**config.mk**
```make
export PLATFORM = sky130hd
export DESIGN_NAME = picosoc_a2_mailbox
export DESIGN_NICKNAME = d
export VERILOG_FILES = /design/src/rtl/picosoc_a2_mailbox.sv
export SDC_FILE = /design/constraint.sdc
export NUM_CORES = 1
export LEC_CHECK = 0
export BUFFER_PORTS_ARGS = -buffer_cell sky130_fd_sc_hd__buf_2
export CELL_PAD_IN_SITES_DETAIL_PLACEMENT = 1
export CELL_PAD_IN_SITES_GLOBAL_PLACEMENT = 1
export CORE_MARGIN = 3
export CORE_UTILIZATION = 52
export CTS_BUF_LIST = sky130_fd_sc_hd__clkbuf_8
export CTS_CLUSTER_SIZE = 30
export DETAILED_ROUTE_END_ITERATION = 16
export PLACE_DENSITY_LB_ADDON = 0.1
export SETUP_SLACK_MARGIN = 0.1
export SYNTH_ARGS = -nofsm -noshare
export SYNTH_HDL_FRONTEND = slang
export SYNTH_HIERARCHICAL = 1
export SYNTH_SLANG_ARGS = --single-unit
```
**constraint.sdc**
```tcl
create_clock -name clk -period 4.49 [get_ports clk]
set_input_delay 0.6735 -clock clk [delete_from_list [all_inputs] [get_ports clk]]
set_output_delay 0.6735 -clock clk [all_outputs]
set_load 0.005 [all_outputs]
```
**src/rtl/picosoc_a2_mailbox.sv**
```systemverilog
// Bidirectional byte mailbox between the Apple II bus and the PicoSoC iomem bus.
// RX carries Apple II command bytes to the firmware; TX carries reply bytes back.

module picosoc_a2_mailbox_fifo #(
  parameter int DEPTH = 16
) (
  input  logic       clk,
  input  logic       reset,
  input  logic       push,
  input  logic [7:0] push_data,
  input  logic       pop,
  input  logic       flush,
  input  logic       clr_ovf,
  output logic [7:0] head,
  output logic [8:0] count,
  output logic       empty,
  output logic       full,
  output logic       ovf
);
  localparam int AW = $clog2(DEPTH);
  localparam int CW = AW + 1;

  logic [7:0]    mem_q [DEPTH];
  logic [AW-1:0] wr_ptr_q, wr_ptr_d;
  logic [AW-1:0] rd_ptr_q, rd_ptr_d;
  logic [CW-1:0] count_q, count_d;
  logic          ovf_q, ovf_d;
  logic          do_push, do_pop;

  assign empty   = (count_q == '0);
  assign full    = (count_q == CW'(DEPTH));
  // A flush in the same cycle as a push discards the pushed byte as well.
  assign do_push = push & ~full & ~flush;
  assign do_pop  = pop & ~empty;

  always_comb begin
    wr_ptr_d = wr_ptr_q;
    rd_ptr_d = rd_ptr_q;
    count_d  = count_q;
    ovf_d    = ovf_q;
    if (flush) begin
      wr_ptr_d = '0;
      rd_ptr_d = '0;
      count_d  = '0;
    end else begin
      if (do_push) wr_ptr_d = wr_ptr_q + AW'(1);
      if (do_pop)  rd_ptr_d = rd_ptr_q + AW'(1);
      count_d = count_q + CW'(do_push) - CW'(do_pop);
    end
    if (clr_ovf)     ovf_d = 1'b0;
    if (push & full) ovf_d = 1'b1;
  end

  always_ff @(posedge clk) begin
    if (reset) begin
      wr_ptr_q <= '0;
      rd_ptr_q <= '0;
      count_q  <= '0;
      ovf_q    <= 1'b0;
    end else begin
      wr_ptr_q <= wr_ptr_d;
      rd_ptr_q <= rd_ptr_d;
      count_q  <= count_d;
      ovf_q    <= ovf_d;
    end
  end

  always_ff @(posedge clk) begin
    if (do_push) mem_q[wr_ptr_q] <= push_data;
  end

  assign head  = mem_q[rd_ptr_q];
  assign count = 9'(count_q);
  assign ovf   = ovf_q;
endmodule

module picosoc_a2_mailbox #(
  parameter int SLOT  = 4,
  parameter int DEPTH = 16
) (
  input  logic        clk,
  input  logic        reset,
  input  logic        iomem_valid,
  input  logic [3:0]  iomem_wstrb,
  input  logic [31:0] iomem_addr,
  input  logic [31:0] iomem_wdata,
  output logic [31:0] iomem_rdata,
  output logic        iomem_ready,
  input  logic [15:0] a2_addr,
  input  logic        a2_rw_n,
  input  logic        a2_data_in_strobe,
  input  logic [7:0]  a2_data,
  output logic [7:0]  a2_rd_data_o,
  output logic        a2_rd_en_o,
  output logic        irq_o
);
  localparam logic [15:0] BASE = 16'hC080 + 16'(SLOT * 16);

  localparam logic [5:0] REG_RX_DATA   = 6'h00;
  localparam logic [5:0] REG_RX_STATUS = 6'h01;
  localparam logic [5:0] REG_TX_DATA   = 6'h02;
  localparam logic [5:0] REG_TX_STATUS = 6'h03;
  localparam logic [5:0] REG_CONTROL   = 6'h04;

  logic [31:0] iomem_rdata_q, iomem_rdata_d;
  logic        iomem_ready_q, iomem_ready_d;
  logic [1:0]  irq_en_q, irq_en_d;
  logic        irq_q, irq_d;

  logic        a2_hit_data, a2_hit_status;
  logic        a2_push_rx, a2_pop_tx, a2_clr_rx, a2_clr_tx;
  logic        soc_acc, soc_wr;
  logic [5:0]  soc_sel;
  logic        soc_pop_rx, soc_push_tx, soc_clr_rx, soc_clr_tx;
  logic        flush_rx, flush_tx;

  logic [7:0]  rx_head, tx_head;
  logic [8:0]  rx_count, tx_count;
  logic        rx_empty, rx_full, rx_ovf;
  logic        tx_empty, tx_full, tx_ovf;
  logic [7:0]  a2_status;

  logic        unused_ok;

  assign a2_hit_data   = (a2_addr == BASE);
  assign a2_hit_status = (a2_addr == BASE + 16'd1);
  assign a2_push_rx    = a2_data_in_strobe & ~a2_rw_n & a2_hit_data;
  assign a2_pop_tx     = a2_data_in_strobe &  a2_rw_n & a2_hit_data;
  assign a2_clr_rx     = a2_data_in_strobe & ~a2_rw_n & a2_hit_status & a2_data[0];
  assign a2_clr_tx     = a2_data_in_strobe & ~a2_rw_n & a2_hit_status & a2_data[1];

  assign a2_status  = {~tx_empty, rx_full, rx_ovf, tx_ovf, 4'b0000};
  assign a2_rd_en_o = a2_rw_n & (a2_hit_data | a2_hit_status);

  always_comb begin
    a2_rd_data_o = 8'h00;
    if (a2_hit_data)        a2_rd_data_o = tx_empty ? 8'hFF : tx_head;
    else if (a2_hit_status) a2_rd_data_o = a2_status;
  end

  // An access is taken only while ready is low, so a held request is served once.
  assign soc_acc = iomem_valid & ~iomem_ready_q;
  assign soc_wr  = |iomem_wstrb;
  assign soc_sel = iomem_addr[7:2];

  always_comb begin
    soc_pop_rx    = 1'b0;
    soc_push_tx   = 1'b0;
    soc_clr_rx    = 1'b0;
    soc_clr_tx    = 1'b0;
    flush_rx      = 1'b0;
    flush_tx      = 1'b0;
    irq_en_d      = irq_en_q;
    iomem_ready_d = soc_acc;
    iomem_rdata_d = 32'h0;
    if (soc_acc) begin
      case (soc_sel)
        REG_RX_DATA: begin
          if (!soc_wr && !rx_empty) begin
            iomem_rdata_d = {23'b0, 1'b1, rx_head};
            soc_pop_rx    = 1'b1;
          end
        end
        REG_RX_STATUS: begin
          if (soc_wr) soc_clr_rx = iomem_wdata[31];
          else        iomem_rdata_d = {rx_ovf, 22'b0, rx_count};
        end
        REG_TX_DATA: begin
          if (soc_wr) soc_push_tx = 1'b1;
        end
        REG_TX_STATUS: begin
          if (soc_wr) soc_clr_tx = iomem_wdata[31];
          else        iomem_rdata_d = {tx_ovf, 22'b0, tx_count};
        end
        REG_CONTROL: begin
          if (soc_wr) begin
            irq_en_d = iomem_wdata[1:0];
            flush_rx = iomem_wdata[8];
            flush_tx = iomem_wdata[9];
          end else begin
            iomem_rdata_d = {30'b0, irq_en_q};
          end
        end
        default: ;
      endcase
    end
  end

  assign irq_d = (irq_en_q[0] & ~rx_empty) | (irq_en_q[1] & (rx_ovf | tx_ovf));

  always_ff @(posedge clk) begin
    if (reset) begin
      iomem_rdata_q <= 32'h0;
      iomem_ready_q <= 1'b0;
      irq_en_q      <= 2'b00;
      irq_q         <= 1'b0;
    end else begin
      iomem_rdata_q <= iomem_rdata_d;
      iomem_ready_q <= iomem_ready_d;
      irq_en_q      <= irq_en_d;
      irq_q         <= irq_d;
    end
  end

  picosoc_a2_mailbox_fifo #(.DEPTH(DEPTH)) u_rx (
    .clk       (clk),
    .reset     (reset),
    .push      (a2_push_rx),
    .push_data (a2_data),
    .pop       (soc_pop_rx),
    .flush     (flush_rx),
    .clr_ovf   (soc_clr_rx | a2_clr_rx),
    .head      (rx_head),
    .count     (rx_count),
    .empty     (rx_empty),
    .full      (rx_full),
    .ovf       (rx_ovf)
  );

  picosoc_a2_mailbox_fifo #(.DEPTH(DEPTH)) u_tx (
    .clk       (clk),
    .reset     (reset),
    .push      (soc_push_tx),
    .push_data (iomem_wdata[7:0]),
    .pop       (a2_pop_tx),
    .flush     (flush_tx),
    .clr_ovf   (soc_clr_tx | a2_clr_tx),
    .head      (tx_head),
    .count     (tx_count),
    .empty     (tx_empty),
    .full      (tx_full),
    .ovf       (tx_ovf)
  );

  assign iomem_rdata = iomem_rdata_q;
  assign iomem_ready = iomem_ready_q;
  assign irq_o       = irq_q;

  assign unused_ok = ^{iomem_addr[31:8], iomem_addr[1:0], iomem_wdata[30:10], tx_full};
endmodule

```
After elaboration in Yosys (flattened, before gate mapping)
Memories as Yosys holds them, arrays and structs flattened. A register that Yosys moved wholly into a read port is not among the register bits.
Cells that the tools add are included.
Operators by class
  bitwise gates (word level): 33
  equality and inequality tests: 8
  add/subtract/negate cells: 8
  mux-type cells: 37
  reduce and logical (&&, ||, !) cells: 13
Operators by type and width (number)
  one-hot mux 32 bit (4 select lines): 1
  two-way mux 32 bit: 2
  equality test 16 bit, second input constant: 2
  two-way mux 1 bit: 25
  two-way mux 8 bit: 3
  bitwise AND 1 bit: 19
  adder 4 x 1 -> 4 bit, second input constant: 4
  two-way mux 4 bit: 4
  equality test 6 x 2 -> 1 bit, second input constant: 2
  adder 5 x 1 -> 5 bit: 2
  equality test 5 bit, second input constant: 2
  logical NOT 5 bit: 2
  subtractor 5 x 1 -> 5 bit: 2
  two-way mux 9 bit: 1
  inverter 1 bit: 9
  equality test 6 x 1 -> 1 bit, second input constant: 1
  equality test 6 x 3 -> 1 bit, second input constant: 1
  logical NOT 6 bit: 1
  OR reduction 2 bit: 3
  bitwise OR 1 bit: 5
  nonzero test 2 bit: 2
  OR reduction 4 bit: 1
  AND reduction 3 bit: 1
  logical NOT 1 bit: 2
  2 further kinds: 2
Storage, ports and cells
  output and inout port bits: 43
  logic and storage cells: 113
  memory bits (writable): 256
  register bits: 64
  memories kept: 2
  input port bits: 97
Memories
  u_rx.mem_q: depth 16, width 8, rd ports 1, clocked after Yosys merged registers in 1, wr ports 1, RTL line 23  | logic [7:0] mem_q [DEPTH];
  u_tx.mem_q: depth 16, width 8, rd ports 1, clocked after Yosys merged registers in 1, wr ports 1, RTL line 23

Logic depth before layout (Yosys ltp)
Gate-level depths: netlist of run 1.
  depth in word-level cells: 9
  depth in mapped cells: 16
  depth with buffers taken out: 15

Hierarchy
Netlist of run 1, hierarchy kept.
By module, submodules not included
  picosoc_a2_mailbox_fifo (u_tx): seq. area each 4204.0 µm², area an instance 5891.9 µm², times used 1, cells each 320
  picosoc_a2_mailbox_fifo (u_rx): seq. area each 4204.0 µm², area an instance 5888.1 µm², times used 1, cells each 320
  picosoc_a2_mailbox: seq. area each 280.3 µm², area an instance 1139.8 µm², times used 1, cells each 137

Least setup slack after synthesis of run 1
No wires, ideal clock.
  path type: input to register
  from: in a2_addr[13]
  to: reg u_rx.count_q[4]
  data required time: 4.420 ns
  setup time: 0.070 ns
  buffers on the path: 1
  setup slack: 1.035 ns
  stages on the path: 16
  arrival: 3.385 ns
  path through: nor4b_2 > and2_1 > nand3_1 > buf_6 > nor2_1 > nand2b_1 > nor2_1 > inv_1 > ha_1 > inv_1 > ha_1 > fa_1 > a21oi_1 > nor2_1 > or3_1 > a21oi_1
Between the ends
  longest elaborated chain between the ends: 6
RTL lines
  from (decl): RTL line 89  | input logic [15:0] a2_addr,
  equality test 16 bit: RTL line 125  | assign a2_hit_data = (a2_addr == BASE);
  bitwise AND 1 bit: RTL line 127  | assign a2_push_rx = a2_data_in_strobe & ~a2_rw_n & a2_hit_data;
  named net a2_push_rx: RTL line 111  | logic a2_push_rx, a2_pop_tx, a2_clr_rx, a2_clr_tx;
  bitwise AND 1 bit (2 in series): RTL line 33  | assign do_push = push & ~full & ~flush;
  adder 5 x 1 -> 5 bit: RTL line 48  | count_d = count_q + CW'(do_push) - CW'(do_pop);
  subtractor 5 x 1 -> 5 bit: RTL line 48
  to (signal assigned): RTL line 63  | count_q <= count_d;
  to (decl): RTL line 26  | logic [CW-1:0] count_q, count_d;
The timed path passes the listed nets, and every way through them passes these cells.
A chain may end at the register's enable or synchronous reset.

==> results of run 1 <==
[flip-flops by register name, summed over array words and instances, names as in the netlist, 2 cells and up, named ones only]
register / cells
u_rx/rd_ptr_q: 4
u_rx/wr_ptr_q: 4
u_rx/count_q: 5
u_tx/wr_ptr_q: 4
u_tx/count_q: 5
u_rx/mem_q: 128
irq_en_q: 2
u_tx/mem_q: 128
iomem_rdata: 10
u_tx/rd_ptr_q: 4
[per-layer routing]
layer	wire, um	track usage, %	share of wire (%)	vias up
met5	0	0	0	-
met4	355	4.69	1.3	0
met3	1710	4.13	6.1	35
met2	13700	35.5	49	220
met1	12300	29.2	44	3581
li1	-	-	-	3149
[final cells by class]
class	count	area [um2]	share of cell area, %
inverter	25	93.8	0.655
clock inverter	35	148	1.03
clock buffer	57	785	5.47
tap	324	405	2.83
multi-input combinational	408	3730	26.0
sequential	306	8690	60.6
timing repair buffer	87	478	3.34
[through the flow]
step / worst slack [ns] / utilization, % / power (mW)
after floorplan: 1.04 / - / 3.18
after global placement: 0.662 / 54.9 / 3.22
after CTS: 0.867 / 58.8 / 5.44
after detailed placement: 0.544 / 54.9 / 3.22
after global routing: 0.687 / 58.8 / 5.59
final: 0.897 / 58.8 / 5.36
[worst max path at each step]
stage	start	end	depth (start not counted)
after floorplan	a2_addr[13]	u_rx/count_q[4]	16
after global placement	a2_addr[13]	u_rx/count_q[4]	16
after detailed placement	a2_addr[13]	u_rx/count_q[4]	16
after CTS	flop	a2_rd_data_o[7]	6
after global routing	u_rx/count_q[2]	u_rx/count_q[4]	15
final	flop	a2_rd_data_o[7]	6
[worst max-delay path: stages (launching register included)]
cell	delay, ns
dfxtp_2	0.77
mux4_1	0.69
a22oi_1	0.39
nand2_1	0.11
nor2_1	0.16
o22ai_1	0.09
buf_2	0.14
[Yosys cell counts (3+ instances only)]
master | number | area [um2]
buf_6 | 6 | 67.6
mux2i_1 | 13 | 130
nand3_1 | 10 | 50.1
nor2_1 | 77 | 289
ha_1 | 22 | 275
nand2_1 | 38 | 143
edfxtp_1 | 256 | 7690
nor3_1 | 12 | 60.1
nand2b_1 | 11 | 68.8
mux4_2 | 35 | 788
inv_1 | 25 | 93.8
a21oi_1 | 11 | 55.1
o21ai_0 | 5 | 25.0
mux4_1 | 29 | 762
xnor2_1 | 8 | 70.1
a22oi_1 | 34 | 255
buf_1 | 3 | 11.3
o2bb2ai_1 | 5 | 43.8
o21ai_1 | 5 | 25.0
dfxtp_1 | 50 | 1000
buf_12 | 3 | 60.1
xor2_1 | 10 | 87.6
clkbuf_1 | 10 | 37.5
buf_4 | 32 | 240
clkdlybuf4s25_2 | 4 | 40.0
and3_1 | 5 | 31.3
buf_2 | 5 | 25.0
nor2b_1 | 5 | 31.3
conb_1 | 3 | 11.3
and2_1 | 4 | 25.0
[where the power goes]
part	internal, mW	switching, mW	total, mW
sequential	3.07	0.000683	3.07
combinational	0.0256	0.0661	0.0917
clock	1.16	1.04	2.20
total	4.26	1.11	5.36
[kinds of logic after synthesis]
logic type | after synthesis
AO/OA/AOI/OAI | 66
XOR/XNOR | 18
adder cells (fa/ha/maj) | 24
buffers and inverters | 90
flip-flops | 306
multiplexers | 79
other | 3
AND/OR/NAND/NOR | 191
[cell usage in the layout, fill, tap and decap left out, drive strengths merged, types with 8 or more instances in the layout]
cell type,n
nand3,11
buf,87
a21oi,11
edfxtp,256
o21ai,11
xnor2,8
dfxtp,50
ha,22
nor2,77
clkinv,17
xor2,10
conb,30
inv,42
a22oi,34
mux2i,13
nand2,38
nor3,12
clkbuf,57
nand2b,11
mux4,64
==> flow_summary.json, run 1 <==
{
  "status": "finished, final reports clean",
  "drtAntennaViolNets": 0,
  "hold_ws_ns": 0.425,
  "start_kind": "flop",
  "synth_top_flop_cell": "edfxtp_1",
  "cts_resized": 0,
  "rr_worst_depth": 15,
  "ys_seq_area_share_pct": 67.2,
  "start_util_pct": 53.0,
  "synthXorXnorAreaFrac_pct": 1.22,
  "fin_setup_tns_ns": 0,
  "hold_end": "irq_o",
  "synth_seq_cells": 306,
  "wl_um": 28000,
  "cts_buffers": 51,
  "fin_skew_ns": 0.0227,
  "finalHoldViolations": 0,
  "num_io_pins": 140,
  "r2r_end": "u_rx/count_q[4]",
  "vias": 6985,
  "post_cts_buffers": 0,
  "hp-start": "reset",
  "placed_cell_area_um2": 13400,
  "grt_pass1_vias": 7506,
  "r2r_slack_ns": 0.91,
  "final_area_um2": 14300,
  "synth_compound_area_share_pct": 3.48,
  "synth_cell_types": 59,
  "wl_per_cell_um": 22.6,
  "drc": 0,
  "drv_slew": 0,
  "synth-edff-count": 256,
  "dieHeight_um": 164,
  "io_buffers": 70,
  "row_count": 57,
  "max_cap_violations": 0,
  "gp_congestion": 0.808,
  "cts.sinks": 306,
  "nNetsFinal": 1000,
  "power.leakage_nw": 5.02,
  "min_period_ns": 3.59,
  "postCtsHoldBufs": 0,
  "grt_pass1_wl_um": 42900,
  "setup_viol": 0,
  "netlist_area_um2": 12900,
  "grt_antenna_before_repair": 0,
  "peakVddDrop_v": 0.000259,
  "synthAdderAreaFrac_pct": 2.44,
  "tightest_slew_ns": 1.09,
  "drive_gt1_share_pct": 22.2,
  "syn_inst": 777,
  "r2r-start": "u_rx/count_q[2]",
  "cp_max_fo": 20,
  "drtIter0Drc": 443,
  "synth-async-reset-ratio_pct": 0,
  "antenna_cells": 0,
  "crit_required_ns": 3.82,
  "dpl.cell_count": 1150,
  "ys_warn_count": 6,
  "coreArea_um2": 24400,
  "root_buffer": "clkbuf_8",
  "hold_depth": 2,
  "clk_latency_ns": 0.55,
  "fmax_mhz": 278,
  "grt_max_degree": 33,
  "drt_first_pass_iters": 5,
  "clk_pin_slew_ns": 0.06,
  "routed_via_density": 5.62,
  "synthSimpleGateAreaFrac_pct": 7.69,
  "power.density_nw_per_um2": 374,
  "nFillCells": 2333,
  "cts_tree": "built",
  "chipWidth_um": 164,
  "h-tree-depth": 2,
  "instances_no_fill": 1242,
  "rsz0062_at_grt": "no",
  "hold_path_class": "in -> reg",
  "period_share_pct": 80.0,
  "area_delta_synth_final_pct": 10.9,
  "end_kind": "output pin",
  "cts.path.max_buffers": 3,
  "dp_hpwl_um": 19000,
  "dieArea_um2": 26800,
  "synthMuxAreaShare_pct": 13.2,
  "synth_top_family_by_area": "multiplexers",
  "grt_overflow": 0,
  "setup.worst_path.class": "reg -> out",
  "avgSynthCellArea_um2": 16.6,
  "grt_use_total_pct": 21.2,
  "cp.arrival_ns": 2.92,
  "slew_headroom_pct": 27.3
}
No activity file was read; power rests on OpenSTA's default activity.
==> inputs of run 2 (changes only) <==
--- a/config.mk
+++ b/config.mk
@@ -5,11 +5,12 @@
 export SDC_FILE = /design/constraint.sdc
 export NUM_CORES = 1
 export LEC_CHECK = 0
+export ABC_AREA = 1
 export BUFFER_PORTS_ARGS = -buffer_cell sky130_fd_sc_hd__buf_2
 export CELL_PAD_IN_SITES_DETAIL_PLACEMENT = 1
 export CELL_PAD_IN_SITES_GLOBAL_PLACEMENT = 1
 export CORE_MARGIN = 3
-export CORE_UTILIZATION = 52
+export CORE_UTILIZATION = 43
 export CTS_BUF_LIST = sky130_fd_sc_hd__clkbuf_8
 export CTS_CLUSTER_SIZE = 30
 export DETAILED_ROUTE_END_ITERATION = 16
==> constraint.sdc (replaced) <==
create_clock -name clk -period 3.1 [get_ports clk]
set_input_delay 0.465 -clock clk [delete_from_list [all_inputs] [get_ports clk]]
set_output_delay 0.465 -clock clk [all_outputs]
set_load 0.005 [all_outputs]
==> run 2 against run 1 <==
Setup slack worse by 0.64 ns. Register-to-register slack worse by 0.57 ns. Via count is 54% higher. Clock skew is 0.0078 ns lower. Sequential cell count unchanged. Power is 49% higher. Synthesized cell count grew 98%. Non-clock buffer count grew 44. Die area up 34%. Wire length increased by 39%.
==> flow_summary.json, run 2 <==
{
  "antenna_cells": 0,
  "hold_depth": 2,
  "chipWidth_um": 189,
  "clk_pin_slew_ns": 0.06,
  "ys_warn_count": 6,
  "grt_use_met3_pct": 3.20,
  "fin_skew_ns": 0.0149,
  "grt_pass1_wl_um": 60600,
  "dpl.cell_count": 2051,
  "dp_hpwl_um": 25600,
  "final_common_cell": "nand2_1",
  "drtAntennaViolNets": 0,
  "coreArea_um2": 32800,
  "grt-busiest-layer": "met2",
  "cts_buffers": 53,
  "area_delta_synth_final_pct": 13.8,
  "instances_no_fill": 2156,
  "crit_required_ns": 2.63,
  "min_period_ns": 2.84,
  "final_area_um2": 16400,
  "h-tree-depth": 2,
  "io_buffers": 70,
  "synth_area_leaders": "edfxtp_1, nand2_1, nand3_1",
  "grt_max_degree": 65,
  "nNetsFinal": 1790,
  "power.density_nw_per_um2": 488,
  "synth_cell_types": 36,
  "drt_first_pass_iters": 5,
  "synth_top_area_share_pct": 53.3,
  "cts.path.max_buffers": 3,
  "status": "finished, final reports clean",
  "clk_latency_ns": 0.58,
  "drv_slew": 0,
  "start_util_pct": 44.0,
  "utilization_pct": 50.1,
  "cp.arrival_ns": 2.38,
  "syn_inst": 1535,
  "peakVddDrop_v": 0.000254,
  "cts_tree": "built",
  "wl_per_cell_um": 18.1,
  "max_cap_violations": 0,
  "drc": 0,
  "period_share_pct": 91.7,
  "endpoint": "a2_rd_data_o[7]",
  "avgSynthCellArea_um2": 9.40,
  "yosys.cell_count.top_type": "nand2_1",
  "r2r_slack_ns": 0.34,
  "use_met2_pct": 35.8,
  "num_io_pins": 140,
  "nFillCells": 3791,
  "setup_viol": 0,
  "slew_headroom_pct": 44.9,
  "drtIter0Drc": 674,
  "setup.worst_path.class": "reg -> out",
  "netlist_area_um2": 14400,
  "synth_seq_cells": 306,
  "synth_top_flop_cell": "edfxtp_1",
  "grtUsageMet1_pct": 30.1,
  "ys_top_cells_by_count": "nand2_1, inv_1, edfxtp_1, nand3_1, nor2_1",
  "wl_um": 39000,
  "row_count": 66,
  "grt_pass1_vias": 11200,
  "placed_cell_area_um2": 15300,
  "routed_via_density": 4.99,
  "cp_max_fo": 18,
  "tightest_slew_ns": 0.824,
  "layout_common_cells": "nand2_1, inv_1, edfxtp_1",
  "dieHeight_um": 189,
  "rr_worst_depth": 19,
  "end_kind": "output pin",
  "dieArea_um2": 35800,
  "cts.sinks": 306,
  "grt_antenna_before_repair": 0,
  "drive_gt1_share_pct": 13.5,
  "start_kind": "flop",
  "postCtsHoldBufs": 0,
  "r2r-start": "u_rx/count_q[2]",
  "gp_congestion": 0.810,
  "fmax_mhz": 352,
  "vias": 10800,
  "r2r_end": "u_rx/count_q[4]",
  "finalHoldViolations": 0,
  "grt_overflow": 0,
  "rsz0062_at_grt": "yes",
  "hold_path_class": "in -> reg",
  "power.leakage_nw": 7.39,
  "post-synth-top-area-cell": "edfxtp_1",
  "synth-async-reset-ratio_pct": 0,
  "synth-edff-count": 256,
  "grt_use_total_pct": 21.8,
  "ys_seq_area_share_pct": 60.2,
  "root_buffer": "clkbuf_8"
}
run 2: cell types whose count changed after synthesis, sizes merged, moves of 11 or more:
cell / previous run / this run
a22oi: 34 / 0
buf: 49 / 75
inv: 25 / 269
mux2i: 13 / 0
mux4: 64 / 0
nand2: 38 / 445
nand2b: 11 / 0
nand3: 11 / 226
nand4: 2 / 26
nor2: 77 / 113
run 2: cell type report:
type | count | area (um2) | area share [%]
flip-flops and latches | 306 | 8700 | 53.0
repair inverters | 1 | 8.76 | 0.0534
well taps | 442 | 553 | 3.37
clock inverters | 43 | 195 | 1.19
repair buffers | 131 | 871 | 5.31
clock buffers | 57 | 785 | 4.78
multi-input cells | 906 | 4270 | 26.0
inverters | 270 | 1030 | 6.29
run 2: kinds of logic (layout without fill, tap and decap cells):
kind of cell               Yosys count  after routing  synth area share [%]
buffers and inverters              350            502                  11.1
AOI/OAI and AO/OA                   23             23                 0.850
DFF                                306            306                  60.2
xor gates and xnor gates             4              4                 0.243
other                                3             30                0.0780
and+or+nand+nor                    825            825                  25.3
adders and majority gates           24             24                  2.19
run 2: worst max-delay path: stages (launching register included):
cell and delay, ns:
dfxtp_4 0.40, clkinv_8 0.12, buf_12 0.18, nand2_1 0.06, nand2_1 0.05, nand2_1 0.06, nand3_1 0.09, nand3_2 0.12
nand2_1 0.12, or2_2 0.29, nand4_1 0.08, o21ai_0 0.08, buf_2 0.14
run 2: how the worst min path moves through the flow:
| stage | slack [ns] | start | endpoint |
|---|---|---|---|
| floorplan | 0.45 | irq_en_q[0] | irq_o |
| global placement | 0.50 | u_rx/ovf | u_rx/ovf |
| detailed placement | 0.50 | u_rx/ovf | u_rx/ovf |
| CTS | 0.18 | reset | u_rx/ovf |
| global route | 0.19 | reset | u_rx/ovf |
| finish | 0.23 | reset | u_rx/ovf |
run 2: metal layers:
| metal | wire (um) | vias up |
|---|---|---|
| met1 | 17900 | 5265 |
| met3 | 2040 | 74 |
| li1 | - | 5138 |
| met4 | 937 | 0 |
| met2 | 18200 | 277 |
| met5 | 0 | - |
run 2: power by group:
| part | leakage [nW] | internal [mW] | switching, mW |
|---|---|---|---|
| clock network | 0.608 | 1.77 | 1.62 |
| logic | 4.08 | 0.0387 | 0.127 |
| registers | 2.70 | 4.45 | 0.000981 |
| total | 7.39 | 6.26 | 1.75 |
run 2: through the flow:
step           power [mW]  hold WS, ns  setup TNS [ns]  worst slack, ns
2_1_floorplan        4.62        0.451               0            0.196
3_3_place_gp         4.70        0.502               0           0.0628
3_5_place_dp         4.71        0.501         -0.0800          -0.0800
4_1_cts              8.13        0.179               0           0.0897
5_1_grt              8.33        0.187               0           0.0455
6_report             8.01        0.230               0            0.257
run 2: timing repair:
item                                    in CTS  in global routing
gates resized for setup                      3                 15
pin swaps                                    0                  1
endpoints found under the setup margin       4                  7
cloned                                       0                  2
buffers inserted                             0                  3
